==> config.mk <==
export PLATFORM = sky130hd
export DESIGN_NAME = mac_tx_pls_serializer
export DESIGN_NICKNAME = d
export VERILOG_FILES = /design/src/rtl/mac_tx_pls_serializer_pkg.sv /design/src/rtl/mac_tx_pls_serializer_shifter.sv /design/src/rtl/mac_tx_pls_serializer.sv
export SDC_FILE = /design/constraint.sdc
export NUM_CORES = 1
export LEC_CHECK = 0
export BUFFER_PORTS_ARGS = -buffer_cell sky130_fd_sc_hd__buf_2
export CORE_MARGIN = 5
export CORE_UTILIZATION = 53
export CTS_BUF_LIST = sky130_fd_sc_hd__clkbuf_16
export DETAILED_ROUTE_END_ITERATION = 10
export PLACE_DENSITY = 0.72
export SETUP_SLACK_MARGIN = 0.15
export SLEW_MARGIN = 25
export SYNTH_ARGS = -nofsm -noshare
export SYNTH_HDL_FRONTEND = slang
export SYNTH_HIERARCHICAL = 1
export SYNTH_SLANG_ARGS = --single-unit
==> constraint.sdc <==
create_clock -name clk -period 2.8 [get_ports clk]
set_input_delay 0.28 -clock clk [delete_from_list [all_inputs] [get_ports clk]]
set_output_delay 0.28 -clock clk [all_outputs]
set_load 0.01 [all_outputs]
==> src/rtl/mac_tx_pls_serializer_pkg.sv <==
// Shared PLS primitive encodings, framing constants and serializer state type.
package mac_tx_pls_serializer_pkg;

  localparam logic [4:0] PLS_NONE    = 5'b00000;
  localparam logic [4:0] PLS_ZERO    = 5'b00001;
  localparam logic [4:0] PLS_ONE     = 5'b00010;
  localparam logic [4:0] PLS_EXT_ERR = 5'b00100;
  localparam logic [4:0] PLS_EXT     = 5'b01000;
  localparam logic [4:0] PLS_DONE    = 5'b10000;

  localparam logic [7:0] SFD_BYTE      = 8'hD5;
  localparam logic [7:0] PREAMBLE_BYTE = 8'h55;

  typedef enum logic [3:0] {
    ST_IDLE,
    ST_PREAMBLE,
    ST_SFD,
    ST_DATA,
    ST_EXTEND,
    ST_UNDERRUN,
    ST_JAM,
    ST_FLUSH,
    ST_COMPLETE,
    ST_IFG
  } tx_state_e;

  function automatic logic [4:0] bit_to_pls(input logic b);
    return b ? PLS_ONE : PLS_ZERO;
  endfunction

  function automatic int unsigned max_u(input int unsigned a, input int unsigned b);
    return (a > b) ? a : b;
  endfunction

endpackage

==> src/rtl/mac_tx_pls_serializer_shifter.sv <==
// Byte shift register for the DATA phase. Bit 0 of a byte is presented by the
// parent at load time, so only bits 7:1 are held here; cur_bit is the next bit
// still waiting to be presented and last_bit flags that bit 7 is on the line.
module tx_byte_shifter (
  input  logic       clk,
  input  logic       reset,
  input  logic       load,
  input  logic       shift,
  input  logic [6:0] load_bits,
  output logic       cur_bit,
  output logic       last_bit
);

  logic [6:0] pending;
  logic [2:0] bit_idx;

  // Load a new byte or advance one bit position.
  always_ff @(posedge clk) begin
    if (!reset) begin
      pending <= '0;
      bit_idx <= '0;
    end else if (load) begin
      pending <= load_bits;
      bit_idx <= '0;
    end else if (shift) begin
      pending <= {1'b0, pending[6:1]};
      bit_idx <= bit_idx + 3'd1;
    end
  end

  assign cur_bit  = pending[0];
  assign last_bit = (bit_idx == 3'd7);

endmodule

==> src/rtl/mac_tx_pls_serializer.sv <==
// MAC transmit bit serializer: frames bytes into PLS_DATA.request primitives
// (preamble, SFD, data, extension, DATA_COMPLETE), with defer and collision jam.
module mac_tx_pls_serializer
  import mac_tx_pls_serializer_pkg::*;
#(
  parameter int unsigned PREAMBLE_BYTES = 7,
  parameter int unsigned MIN_FRAME_BITS = 512,
  parameter int unsigned JAM_BITS       = 32,
  parameter int unsigned IFG_CYCLES     = 96
) (
  input  logic       clk,
  input  logic       reset,
  input  logic [7:0] tx_byte,
  input  logic       tx_valid,
  input  logic       tx_last,
  output logic       tx_ready,
  input  logic       pls_carrier_indication,
  input  logic       pls_signal_indication,
  output logic [4:0] pls_data_request,
  output logic       tx_busy,
  output logic       tx_done,
  output logic       tx_collision,
  output logic       tx_error
);

  localparam int unsigned PRE_BITS = 8 * PREAMBLE_BYTES;
  localparam int unsigned CNT_MAX  = max_u(max_u(PRE_BITS - 1, JAM_BITS - 1),
                                           max_u(IFG_CYCLES - 1, 7));
  localparam int unsigned CNT_W    = $clog2(CNT_MAX + 1);
  localparam int unsigned SLOT_W   = $clog2(MIN_FRAME_BITS + 1);

  tx_state_e         state;
  logic [CNT_W-1:0]  cnt;
  logic [CNT_W-1:0]  cnt_nxt;
  logic [SLOT_W-1:0] slot_cnt;
  logic              slot_full;
  logic              cur_last;
  logic              last_seen;
  logic              accept;
  logic              collide;
  logic              sh_load;
  logic              sh_shift;
  logic              sh_cur_bit;
  logic              sh_last_bit;

  assign cnt_nxt   = cnt + CNT_W'(1);
  // slot_cnt counts slot bits before the one on the line; full once this bit completes the slot
  assign slot_full = (slot_cnt >= SLOT_W'(MIN_FRAME_BITS - 1));

  // Ready is decoded from the state of the bit currently on the line.
  always_comb begin
    tx_ready = 1'b0;
    case (state)
      ST_SFD:            tx_ready = (cnt == CNT_W'(7));
      ST_DATA:           tx_ready = sh_last_bit && !cur_last;
      ST_JAM, ST_FLUSH:  tx_ready = 1'b1;
      default:           tx_ready = 1'b0;
    endcase
    tx_ready = tx_ready && reset;
  end

  assign accept   = tx_ready && tx_valid;
  assign collide  = pls_signal_indication &&
                    ((state == ST_PREAMBLE) || (state == ST_SFD) || (state == ST_DATA) ||
                     (state == ST_EXTEND) || (state == ST_UNDERRUN));
  assign sh_load  = accept && ((state == ST_SFD) || (state == ST_DATA));
  assign sh_shift = (state == ST_DATA) && !sh_last_bit;

  tx_byte_shifter u_shifter (
    .clk       (clk),
    .reset     (reset),
    .load      (sh_load),
    .shift     (sh_shift),
    .load_bits (tx_byte[7:1]),
    .cur_bit   (sh_cur_bit),
    .last_bit  (sh_last_bit)
  );

  // Main FSM: state always describes the primitive being driven this clk,
  // so each transition also registers the first primitive of the new state.
  always_ff @(posedge clk) begin
    if (!reset) begin
      state            <= ST_IDLE;
      cnt              <= '0;
      slot_cnt         <= '0;
      cur_last         <= 1'b0;
      last_seen        <= 1'b0;
      pls_data_request <= PLS_NONE;
      tx_busy          <= 1'b0;
      tx_done          <= 1'b0;
      tx_collision     <= 1'b0;
      tx_error         <= 1'b0;
    end else begin
      tx_done      <= 1'b0;
      tx_collision <= 1'b0;
      tx_error     <= 1'b0;
      if (accept && tx_last) last_seen <= 1'b1;

      if (collide) begin
        state            <= ST_JAM;
        cnt              <= '0;
        pls_data_request <= PLS_ONE;
        tx_busy          <= 1'b1;
      end else begin
        case (state)
          ST_IDLE: begin
            if (tx_valid && !pls_carrier_indication) begin
              state            <= ST_PREAMBLE;
              cnt              <= '0;
              slot_cnt         <= '0;
              cur_last         <= 1'b0;
              last_seen        <= 1'b0;
              pls_data_request <= bit_to_pls(PREAMBLE_BYTE[0]);
              tx_busy          <= 1'b1;
            end
          end

          ST_PREAMBLE: begin
            if (cnt == CNT_W'(PRE_BITS - 1)) begin
              state            <= ST_SFD;
              cnt              <= '0;
              pls_data_request <= bit_to_pls(SFD_BYTE[0]);
            end else begin
              cnt              <= cnt_nxt;
              pls_data_request <= bit_to_pls(PREAMBLE_BYTE[cnt_nxt[2:0]]);
            end
          end

          ST_SFD: begin
            if (cnt == CNT_W'(7)) begin
              cnt <= '0;
              if (tx_valid) begin
                state            <= ST_DATA;
                cur_last         <= tx_last;
                pls_data_request <= bit_to_pls(tx_byte[0]);
              end else begin
                state            <= ST_UNDERRUN;
                pls_data_request <= PLS_EXT_ERR;
              end
            end else begin
              cnt              <= cnt_nxt;
              pls_data_request <= bit_to_pls(SFD_BYTE[cnt_nxt[2:0]]);
            end
          end

          ST_DATA: begin
            if (slot_cnt != SLOT_W'(MIN_FRAME_BITS)) slot_cnt <= slot_cnt + SLOT_W'(1);
            if (!sh_last_bit) begin
              pls_data_request <= bit_to_pls(sh_cur_bit);
            end else if (cur_last) begin
              if (slot_full) begin
                state            <= ST_COMPLETE;
                pls_data_request <= PLS_DONE;
                tx_done          <= 1'b1;
              end else begin
                state            <= ST_EXTEND;
                pls_data_request <= PLS_EXT;
              end
            end else if (tx_valid) begin
              cur_last         <= tx_last;
              pls_data_request <= bit_to_pls(tx_byte[0]);
            end else begin
              state            <= ST_UNDERRUN;
              cnt              <= '0;
              pls_data_request <= PLS_EXT_ERR;
            end
          end

          ST_EXTEND: begin
            if (slot_cnt != SLOT_W'(MIN_FRAME_BITS)) slot_cnt <= slot_cnt + SLOT_W'(1);
            if (slot_full) begin
              state            <= ST_COMPLETE;
              pls_data_request <= PLS_DONE;
              tx_done          <= 1'b1;
            end else begin
              pls_data_request <= PLS_EXT;
            end
          end

          ST_UNDERRUN: begin
            if (cnt == CNT_W'(7)) begin
              state            <= ST_COMPLETE;
              pls_data_request <= PLS_DONE;
              tx_error         <= 1'b1;
            end else begin
              cnt              <= cnt_nxt;
              pls_data_request <= PLS_EXT_ERR;
            end
          end

          ST_JAM: begin
            if (cnt == CNT_W'(JAM_BITS - 1)) begin
              if (last_seen || (accept && tx_last)) begin
                state            <= ST_COMPLETE;
                pls_data_request <= PLS_DONE;
                tx_collision     <= 1'b1;
              end else begin
                state            <= ST_FLUSH;
                pls_data_request <= PLS_NONE;
              end
            end else begin
              cnt              <= cnt_nxt;
              pls_data_request <= cnt_nxt[0] ? PLS_ZERO : PLS_ONE;
            end
          end

          ST_FLUSH: begin
            if (tx_valid && tx_last) begin
              state            <= ST_COMPLETE;
              pls_data_request <= PLS_DONE;
              tx_collision     <= 1'b1;
            end else begin
              pls_data_request <= PLS_NONE;
            end
          end

          ST_COMPLETE: begin
            state            <= ST_IFG;
            cnt              <= '0;
            pls_data_request <= PLS_NONE;
          end

          ST_IFG: begin
            pls_data_request <= PLS_NONE;
            if (cnt == CNT_W'(IFG_CYCLES - 1)) begin
              state   <= ST_IDLE;
              cnt     <= '0;
              tx_busy <= 1'b0;
            end else begin
              cnt <= cnt_nxt;
            end
          end

          default: begin
            state            <= ST_IDLE;
            pls_data_request <= PLS_NONE;
            tx_busy          <= 1'b0;
          end
        endcase
      end
    end
  end

endmodule

==> results of run 1 <==
[synthesized netlist by cell type, types with 3 or more instances]
cell type  count  area, um^2
dfxtp_1       42       840.8
xnor2_1       13       113.9
nand4b_1       3       26.28
a21oi_1       15       75.07
a21o_1         3       22.52
nor2_1        36       135.1
o211a_1        6       60.06
or3b_1         3       26.28
mux2_2         7       78.83
nand2b_1      14       87.58
mux2i_1        3       30.03
nor4_1         9       56.30
nor3b_1        4       30.03
a21boi_0       3       22.52
nand3_1       12       60.06
buf_1          3       11.26
nand3b_1       4       30.03
o31ai_1        3       22.52
buf_2          8       40.04
nor3_1        12       60.06
o21ai_1        5       25.02
nand4_1        6       37.54
nand2_1       23       86.33
a31oi_1        6       37.54
o21ai_0       12       60.06
ha_1           6       75.07
inv_1          9       33.78
clkbuf_1       7       26.28
[placed cells by master (no fill, tap or decap), types with 4 or more instances in the layout]
master / instances
dfxtp_1: 41
nor2_1: 36
nand2_1: 23
buf_2: 23
a21oi_1: 15
nand2b_1: 14
xnor2_1: 13
o21ai_0: 12
nand3_1: 12
nor3_1: 11
buf_4: 11
nor4_1: 9
inv_1: 9
mux2_2: 7
a31oi_1: 6
nand4_1: 6
o211a_1: 6
ha_1: 5
clkbuf_16: 5
nor3b_1: 4
nand3b_1: 4
o21ai_1: 4
[metal layers]
metal	vias to the layer above	share of wire, %	track usage (%)
met4	0	1.7	8.277
met1	1197	47	29.57
met3	12	5.5	4.167
li1	1239	-	-
met5	-	0	0
met2	104	46	33.63
[registers in the layout (all words and copies together), names as in the netlist]
| name | flops |
|---|---|
| pls_data_request | 5 |
| tx_busy | 1 |
| slot_cnt | 10 |
| u_shifter/bit_idx | 3 |
| tx_done | 1 |
| tx_collision | 1 |
| last_seen | 1 |
| u_shifter/pending | 7 |
| state | 4 |
| cur_last | 1 |
| tx_error | 1 |
| cnt | 7 |
[how the worst max path moves through the flow]
stage                         from  slack, ns  cells after the start                                end
2_1_floorplan  cnt[0]$_SDFFE_PP0P_       0.22                     11  u_shifter/bit_idx[0]$_SDFFE_PP0P_
3_3_place_gp   cnt[0]$_SDFFE_PP0P_       0.32                      8  u_shifter/bit_idx[2]$_SDFFE_PP0P_
3_5_place_dp   cnt[0]$_SDFFE_PP0P_       0.20                      8  u_shifter/bit_idx[0]$_SDFFE_PP0P_
4_1_cts        cnt[0]$_SDFFE_PP0P_       0.18                      8  u_shifter/bit_idx[0]$_SDFFE_PP0P_
5_1_grt        cnt[0]$_SDFFE_PP0P_       0.13                      9              state[0]$_SDFFE_PP0P_
6_report       cnt[0]$_SDFFE_PP0P_       0.27                      9              state[0]$_SDFFE_PP0P_
[cell families (layout without fill, tap and decap cells)]
group                      Yosys count  in the layout  synth area share (%)
buffers and inverters               31             52                 5.370
xor gates and xnor gates            14             14                 4.537
adders and majority gates            6              6                 2.778
and+or+nand+nor                    146            146                 30.88
DFF                                 42             42                 31.11
AOI/OAI and AO/OA                   79             79                 21.30
muxes                               10             10                 4.028
[metrics by stage]
step | hold WS [ns] | utilization (%) | cell area [um^2] | power (mW)
finish | 0.2362 | 61.24 | 3088 | 2.618
CTS | 0.2386 | 60.92 | 3072 | 2.585
floorplan | 0.4134 | - | 2708 | 1.567
global route | 0.2697 | 61.24 | 3088 | 2.785
detailed placement | 0.4759 | 57.07 | 2878 | 1.821
global placement | 0.4644 | 57.07 | 2878 | 1.804
[cell type report]
type / count / area [um^2] / area share (%)
Clock buffer: 5 / 125.1 / 4.052
Clock inverter: 3 / 68.82 / 2.229
Inverter: 10 / 37.54 / 1.216
Multi-Input combinational cell: 255 / 1729 / 56.00
Sequential cell: 42 / 842.1 / 27.27
Tap cell: 70 / 87.58 / 2.836
Timing Repair Buffer: 34 / 197.7 / 6.402
[what timing repair did]
item / 4_1_cts / 5_1_grt
setup buffers: 0 / 1
endpoints found under the setup margin: 0 / 14
gates resized for setup: 0 / 4
hold endpoints to repair: 0 / 0
[critical path: cells and delay by family (launching register included)]
family                     cells  cell delay (ns)
AOI/OAI and AO/OA              3             0.60
adders and majority gates      1             0.30
buffers and inverters          2             0.38
DFF                            1             0.44
and+or+nand+nor                3             0.73
[power groups by stage]
stage | clock network, mW | logic (mW) | registers, mW
after detailed placement | 0 | 1.04 | 0.777
after global placement | 0 | 1.03 | 0.775
after floorplan | 0 | 0.850 | 0.717
after global routing | 0.794 | 1.21 | 0.778
final | 0.759 | 1.09 | 0.769
after CTS | 0.768 | 1.05 | 0.763
==> results by group, run 1 <==
Power
  – Sw frac: 38.70%
  – Combinational power share: 41.6%
  – Sequential power share: 29.4%
  – VDD IR max: 0.0003260 V
  – Clock Power Share: 29.0%
  – Internal: 1.605 mW
  – Lkg Pwr: 1.158 nW
  – PD cells: 847.9 nW/um^2
  – Psw: 1.013 mW

STA
  – Setup violations, final: 0
  – Minimum clock period: 2.532 ns
  – Worst-case clock skew: 0.008037 ns
  – Final Cycle Share: 90.44%
  – Final Hold Fails: 0
  – Max frequency: 0.3949 GHz
  – Slew Viols, Final: 0
  – Setup TNS: 0 ns
  – Worst relative slew slack: 50.20%
  – Tightest Pin Transition: 0.7367 ns
  – Setup WS post-layout: 0.2677 ns
  – RSZ-0062 raised after global routing: false

Setup path
  – Max FO, Critical Path: 8
  – Crit path DAT: 2.74 ns
  – Max stage delay cell, worst path: dfxtp_1
  – Critical Path Most Common Cell: buf_4
  – CP startpoint kind: flop
  – Worst-path cell chain: ha_2, or3b_1, buf_4, o21ai_2, o21ai_1, nor4_4, buf_4, nor2_1, a211oi_1
  – Reg2Reg Launch Point: cnt[0]$_SDFFE_PP0P_
  – Worst r2r path cells: 9
  – CP endpoint kind: flop
  – Critical R2R Capture: state[0]$_SDFFE_PP0P_
  – CP required: 3.01 ns
  – CP peak stage delay: 0.44 ns
  – Worst setup path class: flop to flop
  – Flop2flop setup slack: 0.27 ns

Hold path
  – Worst Min Path Start: tx_byte[7]
  – Worst hold stages: 3
  – Hold/Removal Path Class: primary input to flop
  – Worst Hold End: u_shifter/pending[6]$_SDFFE_PN0P_

Global routing
  – Gr ovfl total: 0
  – Initial antenna violation count: 0
  – First-pass GRT wire length: 11270 um
  – Gr usage total: 21.64%
  – Vias in the first global route: 2354
  – Largest net degree at the start of global routing: 23

Logic synthesis
  – Sequential area share after synthesis: 31.11%
  – Yosys warnings: 6
  – Mapped Cells: 328
  – Flops & latches, synth: 42
  – Top FF cell, synth: dfxtp_1
  – Syn nets: 348
  – Asr flop ratio synth: 0%
  – Number of synthesized flops with an enable pin: 0
  – Distinct cell type count after synthesis: 68
  – Area of the mapped netlist: 2703 um^2
  – Avg Cell Area, Syn: 8.240 um^2

Finish
  – Fraction of layout cells with a size suffix above 1: 20.34%
  – Antenna diodes: 0
  – Fill cells: 465
  – Synth-to-Final Area Change: 14.26%
  – Final cell count without fillers: 419
  – Final nets: 368

Clock tree
  – Clock Tree Buf Depth: 2
  – CTS tree: yes
  – Worst-path clk slew: 0.07 ns
  – H-tree levels: 2
  – Cts bufs inserted: 5
  – Clk_lat worst skew: 0.29 ns
  – Num Clock Sinks: 42
  – Clock Root Buffer: clkbuf_16
  – Cts hold-fix bufs: 0

Placed design
  – Final GP Congestion: 0.8634
  – DP HPWL: 4681 um
  – Port-buffer cells: 23
  – Pre-CTS setup slack: 0.2041 ns
  – Placed cells: 410

Route
  – Vias per inst: 6.091
  – Drt wl/cell: 15.90 um
  – Routed WL: 6664 um
  – Vias after detailed routing: 2552
  – TritonRoute pass-1 iters: 5
  – DR DRC count: 0
  – DRT antenna net count: 0
  – First-iteration detailed-routing DRC count: 227

Floorplanning
  – Chip width: 81.41 um
  – DIE HEIGHT: 81.41 um
  – Initial core utilization: 53.60%
  – Full die area: 6628 um^2
  – I/O Pins: 24
  – Core area: 5042 um^2
  – Row count: 26

Run status
  – Status: finished clean

Job
  – Number of max-cap violations: 0
Power figures use the tool's default switching activity.
==> inputs of run 2 (changes only) <==
--- a/config.mk
+++ b/config.mk
@@ -11,6 +11,7 @@
 export CTS_BUF_LIST = sky130_fd_sc_hd__clkbuf_16
 export DETAILED_ROUTE_END_ITERATION = 10
 export PLACE_DENSITY = 0.72
+export REMOVE_ABC_BUFFERS = 1
 export SETUP_SLACK_MARGIN = 0.15
 export SLEW_MARGIN = 25
 export SYNTH_ARGS = -nofsm -noshare
==> constraint.sdc (replaced) <==
create_clock -name clk -period 2.8 [get_ports clk]
set_input_delay 0.14 -clock clk [delete_from_list [all_inputs] [get_ports clk]]
set_output_delay 0.14 -clock clk [all_outputs]
set_load 0.01 [all_outputs]
==> results by group, run 2 (synthesized netlist as in run 1, its figures left out) <==
Run status
  – Status: finished clean

Setup path
  – CP startpoint kind: flop
  – CP peak stage delay: 0.83 ns
  – Crit path from: state[0]$_SDFFE_PP0P_
  – Critical R2R Capture: state[1]$_SDFFE_PN0P_
  – CP bufs+invs: 0
  – CP endpoint kind: flop
  – Max stage delay cell, worst path: dfxtp_1
  – Setup crit end: state[1]$_SDFFE_PN0P_
  – Worst setup path class: flop to flop
  – CP required: 2.95 ns
  – Crit path DAT: 2.62 ns
  – Reg2Reg Launch Point: state[0]$_SDFFE_PP0P_
  – Max FO, Critical Path: 20
  – Crit. path cell count: 6
  – Worst r2r path cells: 6
  – Worst-path cell chain: nor4bb_1, o21ai_1, o31ai_1, nor4_4, nor3b_1, a211oi_2
  – Flop2flop setup slack: 0.34 ns
  – Crit path max-delay family: simple AND/OR/NAND/NOR gates

Finish
  – Commonest non-fill, non-tap cell in the layout: dfxtp_1
  – Synth-to-Final Area Change: 13.61%
  – Final nets: 369
  – Max FFs per register: 10
  – Most frequent cells in the layout: 42 x dfxtp_1, 36 x nor2_1, 23 x nand2_1, 23 x buf_2, 15 x a21oi_1
  – Antenna diodes: 0
  – Fill cells: 464
  – Biggest register: slot_cnt
  – Fraction of layout cells with a size suffix above 1: 19.77%
  – Top Registers: slot_cnt (10), cnt (7), u_shifter/pending (7)

Power
  – Total power: 2.498 mW
  – PD cells: 813.7 nW/um^2
  – VDD IR max: 0.0003994 V
  – Lkg Pwr: 1.145 nW

Route
  – Drt wl/cell: 16.04 um
  – Top layer in use: met4
  – Wire length on met2: 3160 um
  – First-iteration detailed-routing DRC count: 288
  – Vias after detailed routing: 2604
  – Routed WL: 6720 um
  – Met3 wire length: 474 um
  – Met1 wire length: 2967 um
  – DRT antenna net count: 0
  – TritonRoute pass-1 iters: 5
  – Vias per inst: 6.215
  – DR DRC count: 0

STA
  – Max frequency: 0.4058 GHz
  – Setup TNS: 0 ns
  – Setup violations, final: 0
  – Final Hold Fails: 0
  – Tightest Pin Transition: 0.7852 ns
  – Worst hold slack: 0.1154 ns
  – RSZ-0062 raised after global routing: false
  – Minimum clock period: 2.464 ns
  – Slew Viols, Final: 0
  – Final Cycle Share: 88.01%
  – Worst-case clock skew: 0.006069 ns
  – Worst relative slew slack: 47.58%

Floorplanning
  – Initial core utilization: 53.60%
  – Row count: 26
  – Core area: 5042 um^2
  – Chip width: 81.41 um
  – DIE HEIGHT: 81.41 um
  – I/O Pins: 24
  – Full die area: 6628 um^2

Clock tree
  – Cts bufs inserted: 5
  – Cts hold-fix bufs: 0
  – Clock Tree Buf Depth: 2
  – CTS tree: yes
  – Num Clock Sinks: 42
  – Worst-path clk slew: 0.06 ns
  – Clock Root Buffer: clkbuf_16
  – Clk_lat worst skew: 0.29 ns
  – H-tree levels: 2

Global routing
  – Gr ovfl total: 0
  – Largest net degree at the start of global routing: 21
  – Vias in the first global route: 2351
  – Gr usage total: 21.20%
  – First-pass GRT wire length: 11120 um
  – Initial antenna violation count: 0

Placed design
  – Final GP Congestion: 0.8765
  – DP HPWL: 4793 um
  – Port-buffer cells: 23

Hold path
  – Hold/Removal Path Class: primary input to flop

Job
  – Number of max-cap violations: 0
-- run 2: metrics by stage --
stage | setup slack, ns | cells | util, % | instance area, um^2
after global placement | 0.3329 | 412 | 57.27 | 2888
final | 0.3357 | 419 | 60.89 | 3070
after CTS | 0.2873 | 419 | 60.45 | 3048
after floorplan | 0.06289 | 307 | - | 2595
after global routing | 0.1765 | 419 | 60.89 | 3070
after detailed placement | 0.1625 | 412 | 57.27 | 2888
-- run 2: how the worst min path moves through the flow --
| stage | from | cells after the start | endpoint | slack, ns |
|---|---|---|---|---|
| CTS | tx_byte[7] | 3 | u_shifter/pending[6]$_SDFFE_PN0P_ | 0.11 |
| detailed placement | tx_byte[7] | 3 | u_shifter/pending[6]$_SDFFE_PN0P_ | 0.41 |
| global route | tx_byte[7] | 3 | u_shifter/pending[6]$_SDFFE_PN0P_ | 0.13 |
| floorplan | reset | 1 | u_shifter/pending[0]$_SDFFE_PN0P_ | 0.27 |
| global placement | tx_byte[7] | 3 | u_shifter/pending[6]$_SDFFE_PN0P_ | 0.40 |
| finish | tx_byte[7] | 3 | u_shifter/pending[6]$_SDFFE_PN0P_ | 0.12 |
-- run 2: area by class of cell --
type                            instances  area, um^2  area share [%]
Timing Repair Buffer                   35       205.2           6.683
Clock inverter                          2       33.78           1.100
Inverter                               10       37.54           1.222
Sequential cell                        42       840.8           27.38
Multi-Input combinational cell        255        1740           56.68
Tap cell                               70       87.58           2.852
Clock buffer                            5       125.1           4.075
-- run 2: what timing repair did --
action / in CTS / in global routing
setup buffers: 0 / 0
pin swaps: 0 / 1
gates cloned: 0 / 0
gates resized for setup: 1 / 5
endpoints found under the setup margin: 4 / 13
-- run 2: tightest hold or removal path, stage by stage --
cell and delay [ns]:
buf_2 0.10, nand2_1 0.05, a21boi_1 0.05
-- run 2: power breakdown --
part	internal [mW]	leakage [nW]	switching (mW)	total [mW]
Sequential	0.658	0.340	0.115	0.772
Combinational	0.427	0.727	0.656	1.08
Clock	0.413	0.0773	0.231	0.644
Total	1.50	1.14	1.00	2.50
-- run 2: layer usage --
layer,GRT usage [%],vias up
met5,0,-
met4,6.419,0
met3,3.838,16
met2,34.69,102
met1,28.32,1242
li1,-,1244
==> inputs of run 3 (changes only) <==
--- a/config.mk
+++ b/config.mk
@@ -6,11 +6,14 @@
 export NUM_CORES = 1
 export LEC_CHECK = 0
 export BUFFER_PORTS_ARGS = -buffer_cell sky130_fd_sc_hd__buf_2
+export CELL_PAD_IN_SITES_DETAIL_PLACEMENT = 1
+export CELL_PAD_IN_SITES_GLOBAL_PLACEMENT = 1
 export CORE_MARGIN = 5
-export CORE_UTILIZATION = 53
+export CORE_UTILIZATION = 45
 export CTS_BUF_LIST = sky130_fd_sc_hd__clkbuf_16
 export DETAILED_ROUTE_END_ITERATION = 10
-export PLACE_DENSITY = 0.72
+export GPL_TIMING_DRIVEN = 1
+export PLACE_DENSITY_LB_ADDON = 0.1
 export REMOVE_ABC_BUFFERS = 1
 export SETUP_SLACK_MARGIN = 0.15
 export SLEW_MARGIN = 25
==> results by group, run 3 (synthesized netlist as in run 1, its figures left out) <==
Finish
  – Max FFs per register: 10
  – Top Registers: slot_cnt (10), cnt (7), u_shifter/pending (7)
  – Antenna diodes: 0
  – Final nets: 376
  – Commonest non-fill, non-tap cell in the layout: dfxtp_1
  – Most frequent cells in the layout: 42 x dfxtp_1, 36 x nor2_1, 23 x nand2_1, 23 x buf_2, 19 x buf_4
  – Final cell count without fillers: 432
  – Biggest register: slot_cnt
  – Fraction of layout cells with a size suffix above 1: 21.01%
  – Synth-to-Final Area Change: 15.37%

Floorplanning
  – DIE HEIGHT: 87.50 um
  – Chip width: 87.50 um
  – I/O Pins: 24
  – Initial core utilization: 45.92%
  – Full die area: 7655 um^2
  – Row count: 28
  – Core area: 5886 um^2

Route
  – DRT antenna net count: 0
  – DR DRC count: 0
  – Routed WL: 7723 um
  – TritonRoute pass-1 iters: 4
  – First-iteration detailed-routing DRC count: 180
  – Vias after detailed routing: 2584
  – Drt wl/cell: 17.88 um
  – Vias per inst: 5.981

Run status
  – Status: finished clean

Setup path
  – Worst-path cell chain: buf_4, nor4bb_1, o21ai_1, o31ai_1, nor4_4, buf_4, nand4_1, o21ai_0
  – CP required: 2.95 ns
  – Max stage delay cell, worst path: nor4bb_1
  – CP bufs+invs: 2
  – CP peak stage delay: 0.68 ns
  – Crit path DAT: 2.62 ns
  – Crit path max-delay family: simple AND/OR/NAND/NOR gates
  – CP endpoint kind: flop
  – Critical Path Most Common Cell: buf_4
  – CP startpoint kind: flop
  – Max FO, Critical Path: 20
  – Worst setup path class: flop to flop

Global routing
  – Gr usage total: 21.20%
  – Largest net degree at the start of global routing: 21
  – Vias in the first global route: 2674
  – Gr ovfl total: 0
  – First-pass GRT wire length: 12820 um
  – Initial antenna violation count: 0

Clock tree
  – CTS tree: yes
  – Clk_lat worst skew: 0.28 ns
  – Clock Tree Buf Depth: 2
  – Num Clock Sinks: 42
  – H-tree levels: 2
  – Cts bufs inserted: 5
  – Clock Root Buffer: clkbuf_16
  – Worst-path clk slew: 0.06 ns

STA
  – Minimum clock period: 2.470 ns
  – RSZ-0062 raised after global routing: false
  – Worst-case clock skew: 0.003022 ns
  – Setup WS post-layout: 0.3296 ns
  – Final Hold Fails: 0
  – Slew Viols, Final: 0
  – Setup TNS: 0 ns
  – Final Cycle Share: 88.23%
  – Worst hold slack: 0.1049 ns
  – Setup violations, final: 0
  – Worst relative slew slack: 47.95%
  – Max frequency: 0.4048 GHz
  – Tightest Pin Transition: 0.7703 ns

Placed design
  – Final GP Congestion: 0.9112
  – Port-buffer cells: 23
  – DP HPWL: 5653 um
  – Placed cells: 422
  – Pre-CTS setup slack: 0.2924 ns

Job
  – Number of max-cap violations: 0

Power
  – Lkg Pwr: 1.187 nW
  – VDD IR max: 0.0004441 V
  – PD cells: 830.4 nW/um^2

Hold path
  – Hold/Removal Path Class: primary input to flop
[run 3: cell types whose count changed in the layout (fill, tap and decap cells not counted), sizes merged]
| cell | previous run | this run |
|---|---|---|
| inv | 9 | 10 |
| clkinvlp | 0 | 1 |
| clkinv | 2 | 1 |
| buf | 35 | 42 |
[run 3: cell type report]
type,instances,area (um^2)
Fill cell,735,2768
Multi-Input combinational cell,255,1722
Sequential cell,42,840.8
Timing Repair Buffer,42,257.7
Clock buffer,5,125.1
Tap cell,75,93.84
Clock inverter,3,41.29
Inverter,10,37.54
[run 3: where the power goes]
group | internal (mW) | switching [mW] | total, mW
logic | 0.468 | 0.694 | 1.16
registers | 0.657 | 0.114 | 0.771
clock network | 0.417 | 0.239 | 0.656
total | 1.54 | 1.05 | 2.59
[run 3: final timing paths]
| check | from | end | slack [ns] | cells after the start |
|---|---|---|---|---|
| max | state[1]$_SDFFE_PN0P_ | state[2]$_SDFFE_PN0P_ | 0.33 | 8 |
| min | tx_byte[7] | u_shifter/pending[6]$_SDFFE_PN0P_ | 0.10 | 3 |
| max reg2reg | state[1]$_SDFFE_PN0P_ | state[2]$_SDFFE_PN0P_ | 0.33 | 8 |
| min reg2reg | pls_data_request[1]$_SDFFE_PN0P_ | pls_data_request[1]$_SDFFE_PN0P_ | 0.48 | 2 |
[run 3: metal layers]
metal	vias to the layer above	share of wire [%]	track usage (%)
met5	-	0	0
met4	0	1.7	7.392
met3	15	4.5	4.257
met2	52	47	34.66
met1	1251	47	27.61
li1	1266	-	-
[run 3: through the flow]
stage	utilization (%)	total power, mW	cell area [um^2]
4_1_cts	52.64	2.554	3098
3_3_place_gp	49.81	1.866	2932
5_1_grt	52.98	2.740	3118
3_5_place_dp	49.81	1.885	2932
2_1_floorplan	-	1.520	2595
6_report	52.98	2.589	3118
[run 3: worst min-delay path: cells and delay by family]
family / cells / cell delay [ns]
and+or+nand+nor: 1 / 0.05
buffers and inverters: 1 / 0.09
AOI/OAI and AO/OA: 1 / 0.05
[run 3: timing repair]
action	4_1_cts	5_1_grt
setup buffers	0	2
resized for setup	0	2
endpoints found under the setup margin	0	11
hold buffers	0	0
